===== src/rtl/ddr_burst_initiator.sv =====
// Single-ID AXI-style burst initiator: issues one address phase per command, then
// streams a seeded write pattern or checks read data against it, counting errors.
module ddr_burst_initiator #(
  parameter logic [7:0] AXI_ID = 8'h00
) (
  input  logic         mem_clk,
  input  logic         reset,
  input  logic         cmd_valid,
  output logic         cmd_ready,
  input  logic         cmd_write,
  input  logic [31:0]  cmd_addr,
  input  logic [7:0]   cmd_len,
  input  logic [31:0]  cmd_seed,
  output logic [7:0]   aid_0,
  output logic [31:0]  aaddr_0,
  output logic [7:0]   alen_0,
  output logic [2:0]   asize_0,
  output logic [1:0]   aburst_0,
  output logic [1:0]   alock_0,
  output logic         avalid_0,
  input  logic         aready_0,
  output logic         atype_0,
  output logic [7:0]   wid_0,
  output logic [127:0] wdata_0,
  output logic [15:0]  wstrb_0,
  output logic         wlast_0,
  output logic         wvalid_0,
  input  logic         wready_0,
  input  logic [7:0]   rid_0,
  input  logic [127:0] rdata_0,
  input  logic         rlast_0,
  input  logic         rvalid_0,
  input  logic [1:0]   rresp_0,
  output logic         rready_0,
  input  logic [7:0]   bid_0,
  input  logic         bvalid_0,
  output logic         bready_0,
  output logic         busy,
  output logic         done,
  output logic [15:0]  err_cnt
);

  localparam int unsigned ADDR_W = 32;
  localparam int unsigned LEN_W  = 8;
  localparam int unsigned WORD_W = 32;
  localparam int unsigned DATA_W = 128;
  localparam int unsigned ERR_W  = 16;

  typedef enum logic [2:0] {IDLE, ADDR, WDATA, WRESP, RDATA, DONE} state_t;

  state_t              state, state_d;
  logic                wr_q, wr_d;
  logic [ADDR_W-1:0]   addr_q, addr_d;
  logic [LEN_W-1:0]    len_q, len_d;
  logic [WORD_W-1:0]   seed_q, seed_d;
  logic [LEN_W-1:0]    beat_q, beat_d;
  logic [ERR_W-1:0]    err_q, err_d;
  logic                err_hit;
  logic                last_beat;
  logic [WORD_W-1:0]   beat_word;
  logic [DATA_W-1:0]   beat_pat;

  assign last_beat = (beat_q == len_q);
  assign beat_word = seed_q + WORD_W'(beat_q);
  assign beat_pat  = {4{beat_word}};

  assign aid_0    = AXI_ID;
  assign wid_0    = AXI_ID;
  assign asize_0  = 3'b100;
  assign aburst_0 = 2'b01;
  assign alock_0  = 2'b00;
  assign wstrb_0  = 16'hFFFF;
  assign aaddr_0  = addr_q;
  assign alen_0   = len_q;
  assign atype_0  = wr_q;
  assign err_cnt  = err_q;

  // Next-state, command latch, beat advance and error detection
  always_comb begin
    state_d = state;
    wr_d    = wr_q;
    addr_d  = addr_q;
    len_d   = len_q;
    seed_d  = seed_q;
    beat_d  = beat_q;
    err_hit = 1'b0;
    case (state)
      IDLE: begin
        if (cmd_valid && cmd_ready) begin
          wr_d    = cmd_write;
          addr_d  = cmd_addr;
          len_d   = cmd_len;
          seed_d  = cmd_seed;
          beat_d  = '0;
          state_d = ADDR;
        end
      end
      ADDR: begin
        if (aready_0) state_d = wr_q ? WDATA : RDATA;
      end
      WDATA: begin
        if (wready_0) begin
          if (last_beat) state_d = WRESP;
          else           beat_d  = beat_q + LEN_W'(1);
        end
      end
      WRESP: begin
        if (bvalid_0) begin
          err_hit = (bid_0 != AXI_ID);
          state_d = DONE;
        end
      end
      RDATA: begin
        if (rvalid_0) begin
          err_hit = (rdata_0 != beat_pat) || (rresp_0 != 2'b00) ||
                    (rid_0 != AXI_ID) || (rlast_0 != last_beat);
          if (last_beat || rlast_0) state_d = DONE;
          else                      beat_d  = beat_q + LEN_W'(1);
        end
      end
      DONE:    state_d = IDLE;
      default: state_d = IDLE;
    endcase
    err_d = (err_hit && (err_q != {ERR_W{1'b1}})) ? err_q + ERR_W'(1) : err_q;
  end

  // State register; outputs are registered from the next-state values
  always_ff @(posedge mem_clk) begin
    if (reset) begin
      state     <= IDLE;
      wr_q      <= 1'b0;
      addr_q    <= '0;
      len_q     <= '0;
      seed_q    <= '0;
      beat_q    <= '0;
      err_q     <= '0;
      cmd_ready <= 1'b0;
      avalid_0  <= 1'b0;
      wvalid_0  <= 1'b0;
      wlast_0   <= 1'b0;
      wdata_0   <= '0;
      rready_0  <= 1'b0;
      bready_0  <= 1'b0;
      done      <= 1'b0;
      busy      <= 1'b0;
    end else begin
      state     <= state_d;
      wr_q      <= wr_d;
      addr_q    <= addr_d;
      len_q     <= len_d;
      seed_q    <= seed_d;
      beat_q    <= beat_d;
      err_q     <= err_d;
      cmd_ready <= (state_d == IDLE);
      avalid_0  <= (state_d == ADDR);
      wvalid_0  <= (state_d == WDATA);
      wlast_0   <= (state_d == WDATA) && (beat_d == len_d);
      if (state_d == WDATA) wdata_0 <= {4{seed_d + WORD_W'(beat_d)}};
      rready_0  <= (state_d == RDATA);
      bready_0  <= (state_d == WRESP);
      done      <= (state_d == DONE);
      busy      <= (state_d != IDLE);
    end
  end

endmodule


===== config.mk =====
export PLATFORM = sky130hd
export DESIGN_NAME = ddr_burst_initiator
export DESIGN_NICKNAME = d
export VERILOG_FILES = /design/src/rtl/ddr_burst_initiator.sv
export SDC_FILE = /design/constraint.sdc
export NUM_CORES = 1
export LEC_CHECK = 0
export CORE_AREA = 5 5 173 175
export DETAILED_ROUTE_END_ITERATION = 7
export DIE_AREA = 0 0 178 180
export PLACE_DENSITY = 0.83
export SLEW_MARGIN = 20
export SYNTH_ARGS = -nofsm -noshare
export SYNTH_HDL_FRONTEND = slang
export SYNTH_SLANG_ARGS = --single-unit

===== constraint.sdc =====
create_clock -name mem_clk -period 13 [get_ports mem_clk]
set_clock_uncertainty 0.2 [all_clocks]
set_input_delay 1.95 -clock mem_clk [delete_from_list [all_inputs] [get_ports mem_clk]]
set_output_delay 1.95 -clock mem_clk [all_outputs]
set_load 0.02 [all_outputs]

# Word level (Yosys, flattened, before mapping)

Cells that the tools add are included.

Add/subtract/negate cells: 4
Multipliers: 0
Div/mod/pow operators: 0
Magnitude comparators: 0
Equal/unequal tests: 14
Shift operators: 0
Muxes and demuxes: 22
Bitwise operators: 0
Reduce and logical (&&, ||, !) cells: 14

Operator list:

| cell                                                                   | number |
|---|---|
| 128-bit != test                                                        | 1 |
| 32-bit by 8-bit adder with 32-bit output                               | 2 |
| 32-bit 2-to-1 mux                                                      | 2 |
| 8-bit 2-to-1 mux                                                       | 7 |
| 3-bit 2-to-1 mux                                                       | 8 |
| 8-bit case mux with 3 select lines                                     | 1 |
| 16-bit by 1-bit adder with 16-bit output (second input constant)       | 1 |
| 8-bit equality test                                                    | 2 |
| 16-bit != test (second input constant)                                 | 1 |
| 8-bit nonzero test                                                     | 2 |
| 3-bit case mux with 5 select lines                                     | 1 |
| 3-bit by 2-bit equality test with 1-bit output (second input constant) | 4 |
| 3-bit equality test (second input constant)                            | 3 |
| 8-bit by 1-bit adder with 8-bit output (second input constant)         | 1 |
| 3-bit by 1-bit equality test with 1-bit output (second input constant) | 2 |
| 3-bit logical NOT                                                      | 2 |
| 1-bit logical OR                                                       | 4 |
| 1-bit logical AND                                                      | 3 |
| 3-bit nonzero test                                                     | 1 |
| 1-bit 2-to-1 mux                                                       | 2 |
| 1-bit case mux with 2 select lines                                     | 1 |
| 2-bit AND reduction                                                    | 1 |
| 2-bit nonzero test                                                     | 1 |
| 1-bit != test                                                          | 1 |

Register bits: 236
Latch bits: 0
Bits in writable memories: 0
ROM bits: 0
Input bits: 227
Word-level logic and storage cells: 70
Memories: 0

# Logic depth before layout (Yosys ltp)

Gate-level depths: netlist (run 1).

Word-level depth: 8
Depth in mapped cells: 22
Gate-level depth less buffers: 21

# Worst setup path after synthesis (run 1)

OpenSTA, ideal clock, no wires.

Path kind: input -> register
Start point: input port cmd_valid
End point: register wdata_0[121]
Data arrival time: 6.656 ns
Required time: 12.730 ns
Path slack: 6.074 ns
Cell stages on the path: 22
Buffers on the path: 6
Cell sequence: nand2_1 > nor4_2 > buf_2 > buf_2 > buf_1 > clkbuf_1 > clkbuf_1 > nand2_1 > nand2_1 > ha_1 > a21o_1 > a21oi_1 > o21bai_1 > a21oi_1 > nand2b_1 > a2111o_1 > or3_1 > clkbuf_1 > nor4_1 > xnor2_1 > nand2_1 > a21oi_1

Word-level cells in the longest chain between the ends: 4

RTL lines:

| what                                     | RTL line | source |
|---|---|---|
| start, declared                          | 8        | `input logic cmd_valid,` |
| 1-bit logical AND                        | 89       | `if (cmd_valid && cmd_ready) begin` |
| 32-bit 2-to-1 mux                        | 89       |  |
| 32-bit 2-to-1 mux                        | 87       | `case (state)` |
| via seed_d[0]                            | 55       | `logic [WORD_W-1:0] seed_q, seed_d;` |
| 32-bit by 8-bit adder with 32-bit output | 158      | `if (state_d == WDATA) wdata_0 <= {4{seed_d + WORD_W'(beat_d)}};` |
| end signal, assigned                     | 158      |  |
| end, declared                            | 24       | `output logic [127:0] wdata_0,` |

The timed path passes the listed nets, and every way through them passes these cells.
A chain may end at the register's enable or synchronous reset.

# Final worst setup path (run 1)

Ends and elaborated chain as after synthesis.

==> results of run 1 <==
==> placed cells by master, fill, tap and decap left out, types with 17 or more instances in the layout <==
cell,n
a21oi_1,100
clkbuf_16,17
nand4_1,25
nor4_1,28
nor2_1,122
dfxtp_1,140
inv_1,29
xnor2_1,41
nand3_1,34
conb_1,39
nor2b_1,21
nor3_1,28
ha_1,19
clkdlybuf4s50_1,418
nand2_1,199
or3_1,19
xor2_1,33
mux2i_1,46
o21ai_0,38
==> sequential cells by signal, summed over array words and instances (netlist names) <==
register	cells
aaddr_0	32
alen_0	8
atype_0	1
avalid_0	1
beat_q	8
bready_0	1
busy	1
cmd_ready	1
done	1
err_cnt	16
rready_0	1
seed_q	32
state	3
wdata_0	32
wlast_0	1
wvalid_0	1
==> worst reg2reg max path, stage by stage, from the launching register on <==
cell and delay, ns:
dfxtp_1 0.37, xor2_1 0.20, nor4_1 0.58, nand2_1 0.21
ha_1 0.28, a22oi_1 0.49, inv_1 0.27, a22oi_1 0.32
inv_1 0.14, ha_1 0.30, a21o_1 0.11, a21oi_1 0.09
o21bai_1 0.17, a21oi_1 0.11, nand2b_1 0.17, a2111o_1 0.51
or3_1 0.55, nor4_1 0.37, xnor2_1 0.16, nand2_1 0.07
a21oi_1 0.14
==> synth_stat cells, drive strengths merged (15+ instances only) <==
cell    number  share of area
a21oi      101          0.051
mux2i       46          0.046
or3         19          0.012
nand3       34          0.017
nand2      199          0.074
and3        16         0.0099
nor2       123          0.046
inv         29          0.011
ha          19          0.024
buf        154           0.11
clkbuf      40          0.015
dfxtp      140           0.28
o21ai       39          0.020
nor3        31          0.016
or4         15          0.012
nand4       26          0.017
nor4        31          0.020
xor2        33          0.029
xnor2       41          0.036
nor2b       21          0.013
==> per-layer routing <==
metal | global-route usage | wire length, um
met1 | 0.270 | 15400
met5 | 0 | 0
met3 | 0.0574 | 3070
met4 | 0.0709 | 925
met2 | 0.384 | 18400
==> kinds of logic (layout without fill, tap and decap cells) <==
kind of cell,after synthesis,after routing,share of synthesized area
adder cells (fa/ha/maj),21,21,0.0275
XOR/XNOR,76,76,0.0687
flip-flops,140,140,0.278
other,2,44,0.000745
AO/OA/AOI/OAI,238,238,0.153
multiplexers,59,59,0.0616
buffers and inverters,223,485,0.136
AND/OR/NAND/NOR,565,565,0.274
==> metrics by stage <==
step	hold slack (ns)	power, W	worst slack [ns]	cell area, sq um	utilization
final	0.253	0.00121	6.46	14300	0.504
after detailed placement	0.245	0.000742	5.97	13700	0.484
after floorplan	0.263	0.000615	6.07	10200	-
after CTS	0.254	0.00122	6.41	14300	0.504
after global placement	0.241	0.000739	6.08	13700	0.483
after global routing	0.276	0.00127	6.02	14300	0.504
==> area by class of cell <==
type / instances / area [sq um]
flip-flops and latches: 140 / 2800
clock inverters: 13 / 133
multi-input cells: 998 / 6070
repair buffers: 424 / 4230
diodes: 5 / 12.5
inverters: 29 / 109
well taps: 384 / 480
clock buffers: 19 / 443
fillers: 2713 / 14000
==> report_power, final <==
group          leakage, nW  total, W  switching (W)  internal [W]
combinational         3.82  0.000267       0.000137      0.000130
clock                0.276  0.000478       0.000205      0.000273
sequential            1.13  0.000468      0.0000208      0.000447
total                 5.23   0.00121       0.000362      0.000850
==> final timing paths <==
kind,endpoint,slack [ns],cells after the start
worst max-delay path,wdata_0[121],6.46,17
worst min-delay path,aaddr_0[15],0.25,2
worst max register to register,wdata_0[121],7.14,20
worst min register to register,aaddr_0[15],0.25,2
==> results.yml, run 1 <==
timing:
  worstMarginPinSlew_ns: 1.07
  hold_violations: 0
  min_period_ns: 6.54
  slew_violations: 0
  clock.fmax_ghz: 0.153
  setup_viol: 0
  tns_ns: 0
  relSlewSlack: 0.287
  grt_setup_unrepaired: "no"
  fin_crit_sh: 0.503
floorplanning:
  die_h_um: 180
  io_pins: 459
  std_cell_rows: 62
  die_x_um: 178
  die_area_sq_mm: 0.0320
  coreArea_sq_mm: 0.0283
  start_util: 0.356
job:
  max_cap_viol_count: 0
clocking:
  ctsHoldBuffers: 0
  cts-resized-gates: 0
  clkLatencyLatePin_ns: 0.42
  cts.sinks: 140
  clockBufferDepth: 2
  cts_inserted_buffers: 17
  cts_tree: "built"
  post-cts-setup-buffers: 0
  htreeDepth: 4
  cts-root-buf: "clkbuf_16"
  clk_pin_slew_worst_paths_ns: 0.07
layout:
  drive_gt1_frac: 0.0437
  final-instance-count-excl-fill: 2012
  area_growth_pct: 41.6
  final_nets: 1858
logic_synthesis:
  ys_seq_elements: 140
  yosysWarnings: 0
  synth-main-ff-cell: "dfxtp_1"
  async_flop_share: 0
  syn_area_sq_mm: 0.0101
  netlist_instances: 1324
  synth_edf_count: 0
  synth_cell_types: 81
  seq_area_frac_synth: 0.278
  synth_area_per_cell_sq_um: 7.62
routing:
  post_drt_wl_per_cell_um: 18.8
  drc_errors: 0
  viasPerCell: 5.21
  dr.pass1.iters: 5
  via_count: 10500
  initialDrtViolationCount: 712
  wirelength_um: 37800
  antenna_left: 0
hold_path:
  hold_start: "aaddr_0[15]"
  hold_path.class: "register to register"
setup_path:
  crit_path_end_kind: "register"
  cp_max_fo: 78
  slowest_delay_ns: 0.79
  arrival_ns: 6.68
  cp-startpoint: "cmd_valid"
  cp-start-kind: "input port"
  slowest_stage: "buf_4"
  worst_path_most_repeated_cell: "a21oi_1"
  r2r_start: "beat_q[3]"
  critPathTopFamily: "compound AO/OA/AOI/OAI gates"
  crit_chain: "clkdlybuf4s50_1 -> nand2_1 -> nor4_4 -> buf_4 -> o21ai_0 -> ha_1 -> a21o_1 -> a21oi_1 -> o21bai_1 -> a21oi_1 -> nand2b_1 -> a2111o_1 -> or3_1 -> nor4_1 -> xnor2_1 -> nand2_1 -> a21oi_1"
  path_buf_inv: 2
  worstSetupPathType: "input port to register"
  cp.required_ns: 13.15
global_route:
  antenna_found_initial: 5
  grt_pass1_vias: 10200
  track_usage: 0.223
  grt_max_degree: 83
  grt_overflow_total: 0
  grt_pass1_wl_um: 56600
place:
  hpwl_um: 30200
  dp.cells: 1975
  gp_congestion: 0.939
  numPortBuffers: 419
pwr:
  ir_drop_mv: 0.0757
  p_per_area_mw_per_mm2: 84.9
  p_leak_nw: 5.23
outcome:
  outcome: "finished clean"
Power figures use the tool's default switching activity.
==> run 2, diff against run 1 <==
Settings changed: CORE_AREA 5 5 173 175 to 5 5 174 176, DIE_AREA 0 0 178 180 to 0 0 179 181, PLACE_DENSITY 0.83 to 0.82.
Clock period 13 ns to 6.5 ns, I/O delays scaled along.
==> run 2 against run 1 <==
First-iteration DRC count shrank 26%. Critical path depth increased by 3. Combinational power grew 100%. Sequential cell count stayed put. Wire length increased by 1.9%. Total power grew 97%. Worst setup slack got worse by 5.5 ns. Via count fell by 0.37%. Hold slack lost 0.00053 ns. Critical endpoint unchanged. Largest cell class unchanged. Highest routed layer is now met5.
==> results.yml, run 2 (same netlist as run 1, synthesis figures left out) <==
setup_path:
  cp_max_fo: 9
  worstSetupPathType: "register to register"
  cp.required_ns: 6.65
  crit_path_end_kind: "register"
  worst-r2r-cell-count: 20
  arrival_ns: 5.70
  cp-start-kind: "register"
global_route:
  antenna_found_initial: 3
  track_usage: 0.225
  grt_pass1_wl_um: 57500
  grt_overflow_total: 0
  grt_max_degree: 109
  grt_pass1_vias: 10100
floorplanning:
  die_x_um: 179
  die_h_um: 181
  coreArea_sq_mm: 0.0285
  std_cell_rows: 62
  start_util: 0.354
  io_pins: 459
  die_area_sq_mm: 0.0324
clocking:
  cts_inserted_buffers: 17
  cts.sinks: 140
  cts-root-buf: "clkbuf_16"
  clk_pin_slew_worst_paths_ns: 0.07
  clockBufferDepth: 2
  ctsHoldBuffers: 0
  cts-resized-gates: 0
  post-cts-setup-buffers: 0
  clkLatencyLatePin_ns: 0.42
  htreeDepth: 4
  cts_tree: "built"
routing:
  post_drt_wl_per_cell_um: 19.1
  dr.pass1.iters: 5
  wirelength_um: 38500
  drc_errors: 0
  viasPerCell: 5.19
  via_count: 10400
  antenna_left: 0
  initialDrtViolationCount: 524
timing:
  slew_violations: 0
  fin_ws_ns: 0.949
  clock.fmax_ghz: 0.180
  tns_ns: 0
  setup_viol: 0
  relSlewSlack: 0.376
  hold_violations: 0
  min_period_ns: 5.55
  fin_crit_sh: 0.854
  worstMarginPinSlew_ns: 0.912
  grt_setup_unrepaired: "no"
place:
  dpl_cell_area_sq_mm: 0.0137
  place_ws_ns: 0.747
  gp_congestion: 0.943
  numPortBuffers: 419
  hpwl_um: 31200
  dp.cells: 1981
hold_path:
  hold_depth: 2
  hold_path.class: "register to register"
layout:
  drive_gt1_frac: 0.0455
  area_growth_pct: 41.6
  final_common_cell: "clkdlybuf4s50_1"
  final-instance-count-excl-fill: 2012
  final_nets: 1864
  design_area_sq_mm: 0.0143
  final_cell_mix: "418 x clkdlybuf4s50_1, 199 x nand2_1, 140 x dfxtp_1"
pwr:
  p_comb_frac: 0.226
  pwr-share-clk: 0.382
  internal_power_w: 0.00168
  p_total_w: 0.00239
  p_seq_frac: 0.391
  switchingPower_w: 0.000703
  p_per_area_mw_per_mm2: 167
  ir_drop_mv: 0.176
  switching_share: 0.295
  p_leak_nw: 5.23
outcome:
  outcome: "finished clean"
job:
  max_cap_viol_count: 0
[run 2: cell count changes in the layout (fill, tap and decap cells not counted), moves of 3 or more]
cell | previous run | this run
buf_4 | 6 | 11
clkinv_2 | 0 | 3
clkinv_4 | 5 | 0
clkinvlp_4 | 2 | 6
diode_2 | 5 | 2
inv_6 | 5 | 1
[run 2: per-layer routing]
metal,routed length (um),GRT usage
met1,15000,0.263
met2,18900,0.397
met3,3640,0.0698
met4,935,0.0608
met5,15,0
[run 2: area by class of cell]
type | count | area, sq um
Antenna cell | 2 | 5.00
Multi-Input combinational cell | 998 | 6070
Sequential cell | 140 | 2800
Tap cell | 384 | 480
Clock inverter | 11 | 98.8
Inverter | 29 | 109
Timing Repair Buffer | 430 | 4280
Clock buffer | 18 | 439
Fill cell | 2759 | 14200
[run 2: path summary, 6_finish.rpt]
path / startpoint / to / slack, ns
hold reg to reg: aaddr_0[8] / aaddr_0[8] / 0.25
hold / removal: aaddr_0[8] / aaddr_0[8] / 0.25
setup / recovery: beat_q[7] / wdata_0[121] / 0.95
setup reg to reg: beat_q[7] / wdata_0[121] / 0.95
[run 2: per-stage QoR]
step / hold slack, ns / utilization
finish: 0.253 / 0.502
global route: 0.279 / 0.502
CTS: 0.255 / 0.501
detailed placement: 0.249 / 0.482
global placement: 0.242 / 0.482
floorplan: 0.263 / -
[run 2: power groups by stage]
stage,Combinational (W),Sequential [W],Clock (W)
floorplan,0.000271,0.000958,0
global placement,0.000532,0.000951,0
detailed placement,0.000538,0.000952,0
CTS,0.000542,0.000933,0.000934
global route,0.000582,0.000939,0.000975
finish,0.000540,0.000935,0.000913
[run 2: worst max-delay path, cell delays in order, from the launching register on]
cell	delay, ns
dfxtp_1	0.36
xor2_1	0.16
nor4_1	0.50
nand2_1	0.18
ha_1	0.25
a22oi_1	0.45
inv_1	0.25
a22oi_1	0.32
inv_1	0.13
ha_1	0.30
a21o_1	0.11
a21oi_1	0.09
o21bai_1	0.15
a21oi_1	0.10
nand2b_1	0.17
a2111o_1	0.50
or3_1	0.52
nor4_1	0.37
xnor2_1	0.16
nand2_1	0.07
a21oi_1	0.14
==> run 3, diff against run 2 <==
Settings changed: HOLD_SLACK_MARGIN from default to 0.05, SETUP_SLACK_MARGIN from default to 0.15.
==> results of run 3 <==
The final DEF is identical to that of run 2; final timing and power are the same.
